==> src/rtl/tpc_job_dispatcher.sv <==
// tpc_job_dispatcher: queues TPC job descriptors and hands each one, in order,
// to the lowest-index idle TPC; tracks ownership, completions and errors.
module tpc_job_dispatcher #(
    parameter int NUM_TPCS = 4,
    parameter int PC_W     = 20,
    parameter int DEPTH    = 8,
    parameter int CNT_W    = 16
) (
    input  logic                       clk,
    input  logic                       rst_n,
    input  logic                       enable,
    input  logic                       flush,
    input  logic                       clear_err,
    input  logic                       job_valid,
    output logic                       job_ready,
    input  logic [PC_W-1:0]            job_pc,
    input  logic [NUM_TPCS-1:0]        job_mask,
    output logic [NUM_TPCS-1:0]        tpc_start,
    output logic [NUM_TPCS*PC_W-1:0]   tpc_start_pc,
    input  logic [NUM_TPCS-1:0]        tpc_busy,
    input  logic [NUM_TPCS-1:0]        tpc_done,
    input  logic [NUM_TPCS-1:0]        tpc_error,
    output logic [$clog2(DEPTH):0]     queue_count,
    output logic [NUM_TPCS-1:0]        tpc_owned,
    output logic [CNT_W-1:0]           jobs_completed,
    output logic [NUM_TPCS-1:0]        err_status,
    output logic                       mask_err,
    output logic [1:0]                 state,
    output logic                       irq
);
    localparam int AW = $clog2(DEPTH);
    localparam int CW = AW + 1;

    typedef enum logic [1:0] {
        ST_RUN   = 2'd0,
        ST_DRAIN = 2'd1,
        ST_HALT  = 2'd2
    } state_e;

    logic [PC_W-1:0]          pc_mem_q   [DEPTH];
    logic [NUM_TPCS-1:0]      mask_mem_q [DEPTH];
    logic [AW-1:0]            wr_ptr_q, wr_ptr_d;
    logic [AW-1:0]            rd_ptr_q, rd_ptr_d;
    logic [CW-1:0]            count_q, count_d;
    state_e                   state_q, state_d;
    logic [NUM_TPCS-1:0]      start_q, start_d;
    logic [NUM_TPCS-1:0]      owned_q, owned_d;
    logic [NUM_TPCS-1:0]      err_q, err_d;
    logic [NUM_TPCS*PC_W-1:0] spc_q, spc_d;
    logic [CNT_W-1:0]         cnt_q, cnt_d;
    logic                     mask_err_q, mask_err_d;
    logic                     irq_q, irq_d;

    logic                     full, push, pop, can_issue;
    logic [PC_W-1:0]          head_pc;
    logic [NUM_TPCS-1:0]      head_mask, elig, disp_oh;
    logic [NUM_TPCS-1:0]      done_hit, err_hit;
    logic [CNT_W-1:0]         done_num;

    assign full      = (count_q == CW'(DEPTH));
    assign head_pc   = pc_mem_q[rd_ptr_q];
    assign head_mask = mask_mem_q[rd_ptr_q];
    assign elig      = head_mask & ~owned_q & ~tpc_busy & ~err_q;
    assign can_issue = !flush && (state_q == ST_RUN) && enable
                       && (count_q != '0);
    assign push      = job_valid && !full && !flush;
    // An error on an owned TPC takes precedence over a coincident done.
    assign done_hit  = tpc_done & owned_q & ~tpc_error;
    assign err_hit   = tpc_error & owned_q;

    always_comb begin
        pop        = 1'b0;
        disp_oh    = '0;
        mask_err_d = mask_err_q;
        spc_d      = spc_q;
        if (can_issue) begin
            if (head_mask == '0) begin
                pop        = 1'b1;
                mask_err_d = 1'b1;
            end else if (elig != '0) begin
                pop     = 1'b1;
                disp_oh = elig & (~elig + NUM_TPCS'(1));
            end
        end
        for (int i = 0; i < NUM_TPCS; i++) begin
            if (disp_oh[i]) spc_d[i*PC_W +: PC_W] = head_pc;
        end
    end

    always_comb begin
        done_num = '0;
        for (int i = 0; i < NUM_TPCS; i++) begin
            done_num = done_num + CNT_W'(done_hit[i]);
        end
        owned_d = (owned_q & ~done_hit & ~err_hit) | disp_oh;
        cnt_d   = cnt_q + done_num;
        start_d = disp_oh;
        err_d   = (flush || clear_err) ? '0 : err_q;
        err_d   = err_d | tpc_error;
        irq_d   = (owned_q != '0) && (owned_d == '0) && (done_hit != '0)
                  && (count_q == '0) && (state_q != ST_HALT);
    end

    always_comb begin
        state_d = state_q;
        if (flush) begin
            state_d = ST_DRAIN;
        end else if (err_hit != '0) begin
            state_d = ST_HALT;
        end else if (state_q == ST_HALT && clear_err) begin
            state_d = ST_RUN;
        end else if (state_q == ST_DRAIN && owned_q == '0) begin
            state_d = ST_RUN;
        end
    end

    always_comb begin
        wr_ptr_d = wr_ptr_q;
        rd_ptr_d = rd_ptr_q;
        count_d  = count_q;
        if (flush) begin
            rd_ptr_d = wr_ptr_q;
            count_d  = '0;
        end else begin
            if (push) wr_ptr_d = wr_ptr_q + AW'(1);
            if (pop)  rd_ptr_d = rd_ptr_q + AW'(1);
            count_d = count_q + CW'(push) - CW'(pop);
        end
    end

    always_ff @(posedge clk) begin
        if (push) begin
            pc_mem_q[wr_ptr_q]   <= job_pc;
            mask_mem_q[wr_ptr_q] <= job_mask;
        end
    end

    always_ff @(posedge clk or negedge rst_n) begin
        if (!rst_n) begin
            wr_ptr_q   <= '0;
            rd_ptr_q   <= '0;
            count_q    <= '0;
            state_q    <= ST_RUN;
            start_q    <= '0;
            owned_q    <= '0;
            err_q      <= '0;
            spc_q      <= '0;
            cnt_q      <= '0;
            mask_err_q <= 1'b0;
            irq_q      <= 1'b0;
        end else begin
            wr_ptr_q   <= wr_ptr_d;
            rd_ptr_q   <= rd_ptr_d;
            count_q    <= count_d;
            state_q    <= state_d;
            start_q    <= start_d;
            owned_q    <= owned_d;
            err_q      <= err_d;
            spc_q      <= spc_d;
            cnt_q      <= cnt_d;
            mask_err_q <= mask_err_d;
            irq_q      <= irq_d;
        end
    end

    assign job_ready      = !full;
    assign queue_count    = count_q;
    assign tpc_start      = start_q;
    assign tpc_start_pc   = spc_q;
    assign tpc_owned      = owned_q;
    assign jobs_completed = cnt_q;
    assign err_status     = err_q;
    assign mask_err       = mask_err_q;
    assign state          = state_q;
    assign irq            = irq_q;

endmodule

==> config.mk <==
export PLATFORM = sky130hd
export DESIGN_NAME = tpc_job_dispatcher
export DESIGN_NICKNAME = d
export VERILOG_FILES = /design/src/rtl/tpc_job_dispatcher.sv
export SDC_FILE = /design/constraint.sdc
export NUM_CORES = 1
export LEC_CHECK = 0
export BUFFER_PORTS_ARGS = -buffer_cell sky130_fd_sc_hd__buf_2
export CAP_MARGIN = 20
export CORE_UTILIZATION = 46
export CTS_BUF_LIST = sky130_fd_sc_hd__clkbuf_4 sky130_fd_sc_hd__clkbuf_8
export DETAILED_ROUTE_END_ITERATION = 8
export PLACE_DENSITY_LB_ADDON = 0.12
export REMOVE_ABC_BUFFERS = 1
export SLEW_MARGIN = 0
export SYNTH_ARGS = -nofsm -noshare
export SYNTH_HDL_FRONTEND = slang
export SYNTH_SLANG_ARGS = --single-unit
==> constraint.sdc <==
create_clock -name clk -period 8.2 [get_ports clk]
set_input_delay 0.41 -clock clk [delete_from_list [all_inputs] [get_ports clk]]
set_output_delay 0.41 -clock clk [all_outputs]
set_load 0.01 [all_outputs]
==> impl_metrics.env <==
export IMPL_setup_worst_path_end_class="register"
export IMPL_period_needed_ns=3.825
export IMPL_worst_ep_arrival_time_ns=4.27
export IMPL_setup_slack_ns=4.375
export IMPL_violations="DRC"
export IMPL_r2r_start="rd_ptr_q[0]$_DFFE_PN0P_"
export IMPL_route_detailed_drc=38
export IMPL_synthTopCellsByArea="edfxtp_1 46%, dfrtp_1 25%, mux4_2 7.6%"
export IMPL_cp_max_fo=39
export IMPL_ff2ff_path_depth=11
export IMPL_min_path_type="in2reg"
export IMPL_dp_hpwl_mm=16.58
export IMPL_syn_cell_area_um2=12420
export IMPL_async_flop_share_pct=38.85
export IMPL_reg2reg_slack_ns=4.38
export IMPL_fp_dieArea_um2=27650
export IMPL_die_w_um=166.3
export IMPL_p_leak_nw=6.188
export IMPL_worstHoldPathCells=2
export IMPL_post_cts_setup_buffers=0
export IMPL_final_setup_viol_count=0
export IMPL_synth_ff_type="edfxtp_1"
export IMPL_post_place_ws_ns=4.114
export IMPL_clock_path_buffers=3
export IMPL_finClkSkew_ns=0.01613
export IMPL_ir_drop_uv=185.5
export IMPL_first_pass_iters=7
export IMPL_crit_type="reg2reg"
export IMPL_netlist_instances=755
export IMPL_wirelength_mm=27.18
export IMPL_nNetsFinal=1004
export IMPL_ys_seq_area_share_pct=71.02
export IMPL_viasPerCell=5.419
export IMPL_start_util_pct=47.25
export IMPL_rsz0062_at_grt="false"
export IMPL_core_um2=26280
export IMPL_p_per_area_nw_per_um2=327.6
export IMPL_cts_root_buf="clkbuf_8"
export IMPL_grt_pass1_vias=7725
export IMPL_h_tree_depth=2
export IMPL_routedWlPerCell_um=20.44
export IMPL_port_buffers=158
export IMPL_synth_edf_count=192
export IMPL_ys_ff_latch=314
export IMPL_die_h_um=166.3
export IMPL_drive_gt1_share_pct=35.25
export IMPL_tns_ns=0
export IMPL_antenna_found_initial=2
export IMPL_ant_nets=0
export IMPL_holdWs_ns=0.06536
export IMPL_hold_viol_final=0
export IMPL_cts_sinks=314
export IMPL_cts_hold_buf=1
export IMPL_drt_iter0_markers=386
export IMPL_synthToLayoutAreaGrowth_pct=18.97
export IMPL_grt_max_degree=71
export IMPL_worstMarginPinSlew_ns=1.069
export IMPL_tritoncts="yes"
export IMPL_path_clk_slew_ns=0.06
export IMPL_ios=159
export IMPL_clk_latency_ns=0.58
export IMPL_gp_congestion=0.8195
export IMPL_relSlewSlack_pct=28.44
export IMPL_rr_endpoint="queue_count[1]$_DFF_PN0_"
export IMPL_min_delay_start="tpc_error[2]"
export IMPL_synth_top_cell_area_share_pct=46.43
export IMPL_status="finished, violations left"
export IMPL_period_share_pct=46.64
export IMPL_setup_worst_path_start_class="register"
export IMPL_postSynthAreaPerCell_um2=16.45
export IMPL_cap_violations=0
export IMPL_hold_path_end="err_status[2]$_DFF_PN0_"
export IMPL_yosys_cell_types_count=63
export IMPL_gr_total_overflow=0
export IMPL_grtUsageTotal_pct=20.22
export IMPL_grt_first_pass_wirelength_mm=42.75
export IMPL_yosys_area_top_type="edfxtp_1"
export IMPL_rows=59
export IMPL_finalPower_mw=4.840
export IMPL_cts_buffers_inserted=52
export IMPL_drv_slew=0
export IMPL_fmax_mhz=261.5
export IMPL_cp_required_ns=8.64
export IMPL_vias=7207
export IMPL_yosys_warnings=0
export IMPL_cts_resized=0
==> flip-flops by register name, summed over array words and instances, names as in the netlist <==
| register | cells |
|---|---|
| err_status | 4 |
| irq | 1 |
| jobs_completed | 16 |
| mask_err | 1 |
| mask_mem_q | 32 |
| pc_mem_q | 160 |
| queue_count | 4 |
| rd_ptr_q | 3 |
| state | 2 |
| tpc_owned | 4 |
| tpc_start | 4 |
| tpc_start_pc | 80 |
| wr_ptr_q | 3 |
==> critical path, cell delays in order (launching register included) <==
cell and delay (ns):
dfrtp_4 0.71, buf_16 0.31, mux2i_1 0.11, mux4_2 0.54, or4_4 0.49, o211a_1 0.17, a21oi_1 0.26, ha_1 0.28
inv_1 0.06, ha_1 0.17, fa_1 0.42, nor2b_1 0.15
==> synthesized netlist by cell type (5+ instances only) <==
library cell,count
nand3_1,5
mux2i_1,13
clkbuf_1,10
xnor2_1,14
ha_1,9
a31oi_1,40
nand2b_1,6
inv_1,15
nor3_1,7
nor2b_1,7
a21oi_1,5
edfxtp_1,192
mux2_2,18
nor2_1,53
dfrtp_1,122
buf_4,5
nand2_1,80
mux4_2,42
mux2_1,25
nor3b_1,5
a21o_1,5
buf_2,9
==> area by class of cell <==
cell class	count	area [um^2]
Clock inverter	14	111.4
Timing Repair Buffer	171	945.9
Inverter	16	60.06
Antenna cell	2	5.005
Multi-Input combinational cell	394	3408
Clock buffer	84	999.7
Tap cell	335	419.2
Sequential cell	314	8823
Fill cell	2080	11510
==> logic make-up after synthesis <==
logic type	synth area share, %
adders and majority gates	1.552
DFF	71.02
and+or+nand+nor	7.497
xor gates and xnor gates	1.270
AOI/OAI and AO/OA	4.121
buffers and inverters	1.975
muxes	12.57
==> worst max-delay path by stage <==
| stage | start | end | slack (ns) | depth (start not counted) |
|---|---|---|---|---|
| after floorplan | rd_ptr_q[0]$_DFFE_PN0P_ | queue_count[1]$_DFF_PN0_ | 3.42 | 10 |
| after global placement | rd_ptr_q[1]$_DFFE_PN0P_ | queue_count[1]$_DFF_PN0_ | 4.18 | 10 |
| after detailed placement | rd_ptr_q[0]$_DFFE_PN0P_ | queue_count[1]$_DFF_PN0_ | 4.11 | 10 |
| after CTS | rd_ptr_q[0]$_DFFE_PN0P_ | queue_count[1]$_DFF_PN0_ | 4.12 | 10 |
| after global routing | rd_ptr_q[0]$_DFFE_PN0P_ | queue_count[3]$_DFF_PN0_ | 4.12 | 13 |
| final | rd_ptr_q[0]$_DFFE_PN0P_ | queue_count[1]$_DFF_PN0_ | 4.38 | 11 |
==> power breakdown <==
part / total (mW) / switching (mW) / internal (mW)
clock network: 1.41 / 0.604 / 0.807
registers: 2.13 / 0.184 / 1.95
logic: 1.30 / 0.722 / 0.577
total: 4.84 / 1.51 / 3.33
==> stage by stage <==
| stage | cells | util [%] | instance area (um^2) |
|---|---|---|---|
| 6_report | 1330 | 56.21 | 14770 |
| 5_1_grt | 1328 | 56.19 | 14770 |
| 3_5_place_dp | 1227 | 51.72 | 13590 |
| 4_1_cts | 1326 | 55.98 | 14710 |
| 2_1_floorplan | 724 | - | 12230 |
| 3_3_place_gp | 1226 | 51.64 | 13570 |
==> cells in the final DEF, fill, tap and decap left out, types with 9 or more instances in the layout <==
cell      synthesis  routed
mux2i_1          13      13
mux4_2           42      42
clkbuf_8          0      59
nand2_1          80      80
inv_1            15      15
edfxtp_1        192     192
buf_4             5      10
clkbuf_4          0      25
mux2_2           18      18
buf_2             9     157
nor2_1           53      50
ha_1              9       9
xnor2_1          14      14
mux2_1           25      25
a31oi_1          40      40
dfrtp_1         122     120
==> layer usage <==
layer  wire [um]  vias up  global-route usage [%]
met5          17        -                       0
met4         603        2                   6.723
met3        1389       53                   3.527
met2       13440      203                   34.49
met1       11730     3698                   26.36
li1            -     3251                       -
Power figures use the tool's default switching activity.
